[config.mk]
export PLATFORM = sky130hd
export DESIGN_NAME = load_store_unit
export DESIGN_NICKNAME = d
export VERILOG_FILES = /design/src/rtl/lsu_pkg.sv /design/src/rtl/lsu_lane_align.sv /design/src/rtl/load_store_unit.sv
export SDC_FILE = /design/constraint.sdc
export NUM_CORES = 1
export LEC_CHECK = 0
export ABC_CLOCK_PERIOD_IN_PS = 3500
export CAP_MARGIN = 20
export CORE_MARGIN = 5
export CORE_UTILIZATION = 30
export CTS_BUF_LIST = sky130_fd_sc_hd__clkbuf_8
export DETAILED_ROUTE_END_ITERATION = 8
export SLEW_MARGIN = 10
export SYNTH_ARGS = -nofsm -noshare
export SYNTH_HDL_FRONTEND = slang
export SYNTH_SLANG_ARGS = --single-unit
[constraint.sdc]
create_clock -name clk -period 3.5 [get_ports clk]
set_input_delay 0.875 -clock clk [delete_from_list [all_inputs] [get_ports clk]]
set_output_delay 0.875 -clock clk [all_outputs]
set_load 0.01 [all_outputs]
[src/rtl/lsu_pkg.sv]
// Shared types for the load/store unit: access size encoding, FSM states
// and the alignment check used at request acceptance.
package lsu_pkg;

  typedef enum logic [1:0] {
    SIZE_B   = 2'b00,
    SIZE_H   = 2'b01,
    SIZE_W   = 2'b10,
    SIZE_ILL = 2'b11
  } size_e;

  typedef enum logic [1:0] {
    IDLE  = 2'b00,
    READ  = 2'b01,
    WRITE = 2'b10,
    RESP  = 2'b11
  } state_e;

  // True for an illegal size or an access that straddles its natural alignment.
  function automatic logic req_error(input size_e size, input logic [1:0] addr_lo);
    logic err;
    case (size)
      SIZE_B:  err = 1'b0;
      SIZE_H:  err = addr_lo[0];
      SIZE_W:  err = (addr_lo != 2'b00);
      default: err = 1'b1;
    endcase
    return err;
  endfunction

endpackage

[src/rtl/lsu_lane_align.sv]
// Little-endian lane handling: extract/extend a load lane from a memory word
// and merge store data into a previously read word.
module lsu_lane_align
  import lsu_pkg::*;
#(
  parameter int DATA_WIDTH = 32
) (
  input  logic [DATA_WIDTH-1:0] i_rd_word,
  input  logic [DATA_WIDTH-1:0] i_merge_word,
  input  logic [DATA_WIDTH-1:0] i_wdata,
  input  logic [1:0]            i_size,
  input  logic                  i_unsigned,
  input  logic [1:0]            i_lane,
  output logic [DATA_WIDTH-1:0] o_load_data,
  output logic [DATA_WIDTH-1:0] o_merge_data
);

  logic [4:0]            shamt;
  logic [DATA_WIDTH-1:0] lane_word;
  logic [DATA_WIDTH-1:0] lane_mask;
  logic [DATA_WIDTH-1:0] shifted_mask;

  always_comb begin
    shamt     = {i_lane, 3'b000};
    lane_word = i_rd_word >> shamt;

    o_load_data = lane_word;
    lane_mask   = '1;
    case (size_e'(i_size))
      SIZE_B: begin
        o_load_data = {{(DATA_WIDTH-8){~i_unsigned & lane_word[7]}}, lane_word[7:0]};
        lane_mask   = {{(DATA_WIDTH-8){1'b0}}, 8'hFF};
      end
      SIZE_H: begin
        o_load_data = {{(DATA_WIDTH-16){~i_unsigned & lane_word[15]}}, lane_word[15:0]};
        lane_mask   = {{(DATA_WIDTH-16){1'b0}}, 16'hFFFF};
      end
      default: begin
        o_load_data = lane_word;
        lane_mask   = '1;
      end
    endcase

    // Word accesses are always aligned here, so shamt is 0 and the merge is a plain overwrite.
    shifted_mask = lane_mask << shamt;
    o_merge_data = (i_merge_word & ~shifted_mask) | ((i_wdata & lane_mask) << shamt);
  end

endmodule

[src/rtl/load_store_unit.sv]
// Single-outstanding load/store unit in front of a word-wide memory with a
// combinational read port; sub-word stores are done as read-modify-write.
module load_store_unit
  import lsu_pkg::*;
#(
  parameter int DATA_WIDTH = 32,
  parameter int ADDR_WIDTH = 64
) (
  input  logic                  clk,
  input  logic                  arstn,
  input  logic                  i_req_valid,
  output logic                  o_req_ready,
  input  logic                  i_req_we,
  input  logic [1:0]            i_req_size,
  input  logic                  i_req_unsigned,
  input  logic [ADDR_WIDTH-1:0] i_req_addr,
  input  logic [DATA_WIDTH-1:0] i_req_wdata,
  output logic                  o_resp_valid,
  input  logic                  i_resp_ready,
  output logic [DATA_WIDTH-1:0] o_resp_rdata,
  output logic                  o_resp_err,
  output logic                  o_mem_we,
  output logic [ADDR_WIDTH-1:0] o_mem_addr,
  output logic [DATA_WIDTH-1:0] o_mem_wdata,
  input  logic [DATA_WIDTH-1:0] i_mem_rdata
);

  state_e                state_q, state_d;
  logic                  we_q, we_d;
  size_e                 size_q, size_d;
  logic                  uns_q, uns_d;
  logic [ADDR_WIDTH-1:0] addr_q, addr_d;
  logic [DATA_WIDTH-1:0] wdata_q, wdata_d;
  logic                  err_q, err_d;
  logic [DATA_WIDTH-1:0] rdata_q, rdata_d;
  logic [DATA_WIDTH-1:0] word_q, word_d;

  logic [DATA_WIDTH-1:0] load_data;
  logic [DATA_WIDTH-1:0] merge_data;

  lsu_lane_align #(
    .DATA_WIDTH(DATA_WIDTH)
  ) u_lane_align (
    .i_rd_word   (i_mem_rdata),
    .i_merge_word(word_q),
    .i_wdata     (wdata_q),
    .i_size      (size_q),
    .i_unsigned  (uns_q),
    .i_lane      (addr_q[1:0]),
    .o_load_data (load_data),
    .o_merge_data(merge_data)
  );

  assign o_mem_addr = {addr_q[ADDR_WIDTH-1:2], 2'b00};

  always_comb begin
    state_d = state_q;
    we_d    = we_q;
    size_d  = size_q;
    uns_d   = uns_q;
    addr_d  = addr_q;
    wdata_d = wdata_q;
    err_d   = err_q;
    rdata_d = rdata_q;
    word_d  = word_q;

    o_req_ready  = 1'b0;
    o_resp_valid = 1'b0;
    o_resp_rdata = '0;
    o_resp_err   = 1'b0;
    o_mem_we     = 1'b0;
    o_mem_wdata  = '0;

    case (state_q)
      IDLE: begin
        o_req_ready = 1'b1;
        if (i_req_valid) begin
          we_d    = i_req_we;
          size_d  = size_e'(i_req_size);
          uns_d   = i_req_unsigned;
          addr_d  = i_req_addr;
          wdata_d = i_req_wdata;
          err_d   = req_error(size_e'(i_req_size), i_req_addr[1:0]);
          rdata_d = '0;
          if (req_error(size_e'(i_req_size), i_req_addr[1:0])) begin
            state_d = RESP;
          end else if (i_req_we && (size_e'(i_req_size) == SIZE_W)) begin
            state_d = WRITE;
          end else begin
            state_d = READ;
          end
        end
      end
      READ: begin
        if (we_q) begin
          word_d  = i_mem_rdata;
          state_d = WRITE;
        end else begin
          rdata_d = load_data;
          state_d = RESP;
        end
      end
      WRITE: begin
        o_mem_we    = 1'b1;
        o_mem_wdata = (size_q == SIZE_W) ? wdata_q : merge_data;
        state_d     = RESP;
      end
      RESP: begin
        o_resp_valid = 1'b1;
        o_resp_rdata = rdata_q;
        o_resp_err   = err_q;
        if (i_resp_ready) begin
          state_d = IDLE;
        end
      end
      default: state_d = IDLE;
    endcase
  end

  always_ff @(posedge clk or negedge arstn) begin
    if (!arstn) begin
      state_q <= IDLE;
      we_q    <= 1'b0;
      size_q  <= SIZE_B;
      uns_q   <= 1'b0;
      addr_q  <= '0;
      wdata_q <= '0;
      err_q   <= 1'b0;
      rdata_q <= '0;
      word_q  <= '0;
    end else begin
      state_q <= state_d;
      we_q    <= we_d;
      size_q  <= size_d;
      uns_q   <= uns_d;
      addr_q  <= addr_d;
      wdata_q <= wdata_d;
      err_q   <= err_d;
      rdata_q <= rdata_d;
      word_q  <= word_d;
    end
  end

endmodule

# Yosys cells after proc, flatten, opt, wreduce, memory -nomap -nowiden
# Index checks and enable logic that the tools add are counted.
[word_totals]
output_inout_bits = 132
regBits = 167
wordCells = 60
in_bits = 136
[op_classes]
mux = 21
eq_ne = 10
n_reduce_logical = 10
n_shift = 3
n_bitwise = 7
[ops]
columns = ["cell", "n"]
rows = [
  ["32-bit one-hot mux with 2 select lines", 3],
  ["32-bit 2-to-1 mux", 5],
  ["32-bit bitwise AND", 2],
  ["32-bit by 5-bit left shift with 32-bit output", 2],
  ["32-bit NOT", 1],
  ["32-bit bitwise OR", 1],
  ["32-bit by 5-bit right shift with 32-bit output", 1],
  ["2-bit equality test (second input constant)", 4],
  ["2-bit 2-to-1 mux", 4],
  ["2-bit one-hot mux with 4 select lines", 1],
  ["1-bit 2-to-1 mux", 7],
  ["2-bit by 1-bit equality test with 1-bit output (second input constant)", 3],
  ["2-bit logical NOT", 3],
  ["2-bit != test (second input constant)", 3],
  ["2-bit AND reduction", 3],
  ["2-bit nonzero test", 2],
  ["1-bit one-hot mux with 3 select lines", 1],
  ["3-bit AND reduction", 1],
  ["1-bit bitwise AND", 2],
  ["1-bit logical AND", 1],
  ["1-bit NOT", 1],
]

# Longest topological paths before layout
[logic_depth]
ltp_word = 8
mapped_depth = 7
depth_no_buf = 6

# Cells and area by module
# A second synthesis with hierarchy kept.
[hier_totals]
hier_cells = 869
hier_area_um2 = 9467.8
[by_module_without_submodules]
columns = ["mod", "n_inst", "cells_per_inst", "seq_area_each_um2", "area_per_inst_um2"]
rows = [
  ["load_store_unit", 1, 653, 4179.0, 7808.7],
  ["lsu_lane_align", 1, 216, 0.0, 1659.1],
]

# Worst setup path after synthesis
# OpenSTA, ideal clock, no wires.
[synth_timing]
kind = "reg2out"
from = "register addr_q[1]"
to = "output port o_mem_wdata[31]"
path_stages_with_launch = 7
arrival_ns = 1.732
n_path_buf = 4
required_time_ns = 2.625
path_slack_ns = 0.893
path_cell_list = "dfrtp_1 -> clkbuf_1 -> clkbuf_1 -> clkbuf_1 -> buf_1 -> nand2_1 -> a41oi_1"
[synth_via]
elab_chain_cells = 6
word_cells_on_any_way = 7
classes_between = "shift: 2; mux: 2; bitwise: 3"
[synth_lines]
columns = ["element", "line_no", "rtl"]
rows = [
  ["start, declared", "load_store_unit.sv:32", "logic [ADDR_WIDTH-1:0] addr_q, addr_d;"],
  ["start signal, assigned", "load_store_unit.sv:136", "addr_q <= addr_d;"],
  ["32-bit by 5-bit left shift with 32-bit output", "lsu_lane_align.sv:45", "shifted_mask = lane_mask << shamt;"],
  ["32-bit NOT", "lsu_lane_align.sv:46", "o_merge_data = (i_merge_word & ~shifted_mask) | ((i_wdata & lane_mask) << shamt);"],
  ["32-bit bitwise AND", "lsu_lane_align.sv:46", ""],
  ["32-bit bitwise OR *", "lsu_lane_align.sv:46", ""],
  ["32-bit 2-to-1 mux *", "load_store_unit.sv:105", "o_mem_wdata = (size_q == SIZE_W) ? wdata_q : merge_data;"],
  ["32-bit 2-to-1 mux *", "load_store_unit.sv:74", "case (state_q)"],
  ["end, declared", "load_store_unit.sv:24", "output logic [DATA_WIDTH-1:0] o_mem_wdata,"],
]
# Mark *: on every way between the ends. The rest lies on a longest branch, timed or not.

# Worst setup path in the final report
[layout_timing]
from = "register size_q[0]"
to = "output port o_mem_wdata[17]"
[layout_via]
elab_chain_cells = 8
word_cells_on_any_way = 12
classes_between = "eq/ne: 2; shift: 2; mux: 3; bitwise: 4; reduce/logical: 1"
[layout_lines]
columns = ["element", "line_no", "rtl"]
rows = [
  ["start, declared", "load_store_unit.sv:30", "size_e size_q, size_d;"],
  ["start signal, assigned", "load_store_unit.sv:134", "size_q <= size_d;"],
  ["2-bit by 1-bit equality test with 1-bit output or 2-bit logical NOT (tied branches)", "lsu_lane_align.sv:29", "case (size_e'(i_size))"],
  ["32-bit one-hot mux with 2 select lines", "lsu_lane_align.sv:29", ""],
  ["32-bit by 5-bit left shift with 32-bit output", "lsu_lane_align.sv:45", ""],
  ["32-bit NOT", "lsu_lane_align.sv:46", ""],
  ["32-bit bitwise AND", "lsu_lane_align.sv:46", ""],
  ["32-bit bitwise OR", "lsu_lane_align.sv:46", ""],
  ["32-bit 2-to-1 mux *", "load_store_unit.sv:105", ""],
  ["32-bit 2-to-1 mux *", "load_store_unit.sv:74", ""],
]
# Marked as above.

==> PnR_summary.wiki <==
{| class="wikitable"
! Metric !! Value
|-
| Run status || finished clean
|-
| Average footprint of a synthesized cell || ~11 µm²
|-
| Hold Vio Cnt, Final || 0
|-
| Area of the die || approximately 33,000 µm²
|-
| Worst-path cell chain || buf_4 > and3b_1 > a222oi_1 > a21oi_1 > clkdlybuf4s50_1
|-
| Cell area after synthesis || between 8000 and 9000 µm²
|-
| Most common cell after layout, fill and taps aside || clkdlybuf4s50_1
|-
| Via-to-Cell Ratio || around 4.9
|-
| Count of hold-fix buffers inserted at cts || 0
|-
| Vias in the first global route || ~7,000
|-
| Maximum clock rate || a little under 300 MHz
|-
| Synth cell types || 45
|-
| Post-layout worst setup margin || between 0.1 and 0.15 ns
|-
| Measured slew at the worst slew-check pin || between 0.9 and 1 ns
|-
| Clock Latency Late Sink || 0.46 ns
|-
| Maximum number of pins on one net before global-route repair || 70
|-
| RePlAce Congestion || 0.868
|-
| Sum of negative setup slack || 0 ns
|-
| Slowest cell on crit path || clkdlybuf4s50_1
|-
| Most frequent cells in the layout || clkdlybuf4s50_1, dfrtp_1, mux2_2
|-
| Total gr overflow || 0
|-
| Overall via count from detail_route || approximately 6,800
|-
| Worst-path fanout max || 13
|-
| Initial cell density of the core || 30.5%
|-
| Critical path arrival || 2.49 ns
|-
| Dpl hpwl || 21,100 µm
|-
| Total of warnings raised by yosys || 0
|-
| Delay of the slowest cell on the worst path || about 0.5 ns
|-
| Finished Cell Area || roughly 12,000 µm²
|-
| Combined area of the multi-input logic cells || 3960 µm²
|-
| Part of the Yosys area used for sequential elements || between 40% and 50%
|-
| Antenna violations before repair || 6
|-
| Post-synth EDFFs || 0
|-
| Sequential Area || around 4200 µm²
|-
| Worst Setup Path Type || reg -> out
|-
| Power density normalized to cell area || 904 nW/µm²
|-
| Cell row count || 62
|-
| Initial drt markers || ~420
|-
| Number of remaining DRC errors || 0
|-
| Sink Count || 167
|-
| Fraction of synthesis flops using an asynchronous set or reset pin || 100%
|-
| Number of pins exceeding their max-slew limit in the final report || 0
|-
| Seq cells post-synth || about 170
|-
| Post-layout minimum cycle time || around 3.4 ns
|-
| CTS tree || built
|-
| First-pass GRT wire length || approximately 43,000 µm
|-
| Critical path startpoint category || flop
|-
| Clock transition at path regs || around 0.1 ns
|-
| Worst hold path type || in -> async
|-
| Die Y-Extent || between 150 and 200 µm
|-
| Clock Root Buffer || clkbuf_8
|-
| DRT antenna net count || 0
|-
| Setup repair after global routing missed its margin || false
|-
| Syn Inst Count || between 700 and 800
|-
| # H-tree levels || 4
|-
| Placement Setup Slack || a little over 0.2 ns
|-
| Total GRT Usage || about 17%
|-
| Maximum clock skew at final layout || 0.0171 ns
|-
| Die W || approximately 180 µm
|-
| Number of placed I/O pins || 268
|-
| Proportion of layout cells with a drive suffix above 1 || 22.9%
|-
| Max-cap viol count || 0
|-
| Diode insertion count for antenna repair || 0
|-
| Relative max-transition margin || a little over a third
|-
| Clock buffers created by TritonCTS || 17
|-
| Area added between synthesis and finish || 36.1%
|-
| Average routed wire per standard cell || between 20 and 25 µm
|-
| Peak ir drop on the vdd network || approximately 0.33 mV
|-
| DR pass1 iterations || 6
|-
| Final #Nets || between 1,000 and 1,500
|-
| Required time reported for the critical path endpoint || between 2 and 3 ns
|-
| Placed Instance Area || between 10,000 and 15,000 µm²
|-
| Sum of routed wire length over all layers || about 28,000 µm
|-
| Final setup viols || 0
|-
| Core ar. || just under 30,000 µm²
|-
| Fin crit share || a little over nine tenths
|-
| Element type at the critical path end || output port
|-
| Primary FF master, synth || dfrtp_1
|-
| Filler Cell Count || ~2,800
|-
| Count of input and output buffers || 265
|-
| Pleak || between 0.004 and 0.005 µW
|-
| Buffers from clock root to sink, at most || 2
|}
critical path, delay by kind of cell, from the launching register on:
kind	cells	cell delay, ns
compound gates	2	0.57
buf+inv	2	0.71
flops	1	0.48
simple gates	1	0.27
path summary, 6_finish.rpt:
| check | end | cells after the start | slack [ns] | start |
|---|---|---|---|---|
| max | o_mem_wdata[17] | 5 | 0.14 | size_q[0]$_DFFE_PN0P_ |
| min | word_q[3]$_DFFE_PN0P_ | 1 | 0.44 | arstn |
| min in group clk | rdata_q[12]$_DFFE_PN0P_ | 2 | 0.48 | rdata_q[12]$_DFFE_PN0P_ |
| max reg2reg | rdata_q[19]$_DFFE_PN0P_ | 6 | 1.24 | addr_q[0]$_DFFE_PN0P_ |
| min reg2reg | rdata_q[12]$_DFFE_PN0P_ | 2 | 0.48 | rdata_q[12]$_DFFE_PN0P_ |
| max in group asynchronous | addr_q[46]$_DFFE_PN0P_ | 2 | 2.29 | arstn |
cells in the mapped netlist, types with 2 or more instances:
| master | n | area share (%) |
|---|---|---|
| a21boi_0 | 8 | 0.68 |
| a21oi_1 | 46 | 2.6 |
| a221o_1 | 22 | 2.5 |
| a222oi_1 | 7 | 0.80 |
| a22oi_1 | 7 | 0.60 |
| a32o_1 | 2 | 0.23 |
| and2_1 | 36 | 2.6 |
| buf_1 | 7 | 0.30 |
| buf_2 | 4 | 0.23 |
| buf_4 | 64 | 5.5 |
| buf_6 | 2 | 0.26 |
| clkbuf_1 | 43 | 1.8 |
| dfrtp_1 | 167 | 47 |
| ha_1 | 4 | 0.57 |
| inv_1 | 10 | 0.43 |
| mux2_2 | 147 | 19 |
| mux2i_1 | 27 | 3.1 |
| mux4_2 | 2 | 0.51 |
| nand2_1 | 50 | 2.1 |
| nand2b_1 | 12 | 0.85 |
| nand3_1 | 2 | 0.11 |
| nand3b_1 | 7 | 0.60 |
| nor2_1 | 12 | 0.51 |
| nor2b_1 | 9 | 0.64 |
| nor3_1 | 4 | 0.23 |
| o21a_1 | 8 | 0.68 |
| o21ai_0 | 64 | 3.6 |
| or2_2 | 2 | 0.14 |
through the flow:
step           cells  util (%)  hold slack [ns]  power [µW]
2_1_floorplan    793         -            0.442        7210
3_3_place_gp    1345      39.8            0.455        9280
3_5_place_dp    1345      39.8            0.463        9340
4_1_cts         1377      41.3            0.443       10900
5_1_grt         1381      41.6            0.468       11600
6_report        1381      41.6            0.440       10800
final cells by class:
type,count,share of cell area (%)
clock inverters,15,1.34
inverters,10,0.313
clock buffers,17,1.95
well taps,384,4.01
flip-flops and latches,167,34.9
multi-input cells,496,33.0
repair buffers,292,24.5
registers in the layout (all words and copies together), names as in the netlist:
| signal | count |
|---|---|
| addr_q | 64 |
| rdata_q | 32 |
| wdata_q | 32 |
| word_q | 32 |
| size_q | 2 |
| state_q | 2 |
| err_q | 1 |
| uns_q | 1 |
| we_q | 1 |
cells by family (layout without fill, tap and decap cells):
group | after synthesis | in the layout | share of synthesized area, %
buffers and inverters | 130 | 334 | 8.49
AO/OA/AOI/OAI | 174 | 174 | 12.6
flip-flops | 167 | 167 | 47.4
other | 1 | 2 | 0.0425
AND/OR/NAND/NOR | 140 | 140 | 8.50
adder cells (fa/ha/maj) | 4 | 4 | 0.568
multiplexers | 176 | 176 | 22.4
power by group:
part           total (µW)  internal, µW  switching (µW)
Sequential           3630          2870             757
Combinational        5800          3110            2690
Clock                1420           597             827
timing repair:
item	in CTS	in global routing
setup buffers	0	4
pin swaps	0	3
cloned	0	0
resized for setup	12	15
endpoints found under the setup margin	26	16
per-layer routing:
layer / wire length, µm / GRT usage (%) / vias up
li1: - / - / 3140
met1: 11900 / 21.8 / 3279
met2: 12600 / 25.5 / 293
met3: 2610 / 6.36 / 39
met4: 614 / 5.13 / 12
met5: 79 / 0 / -
Note: power is estimated with default switching activity, not from simulation.
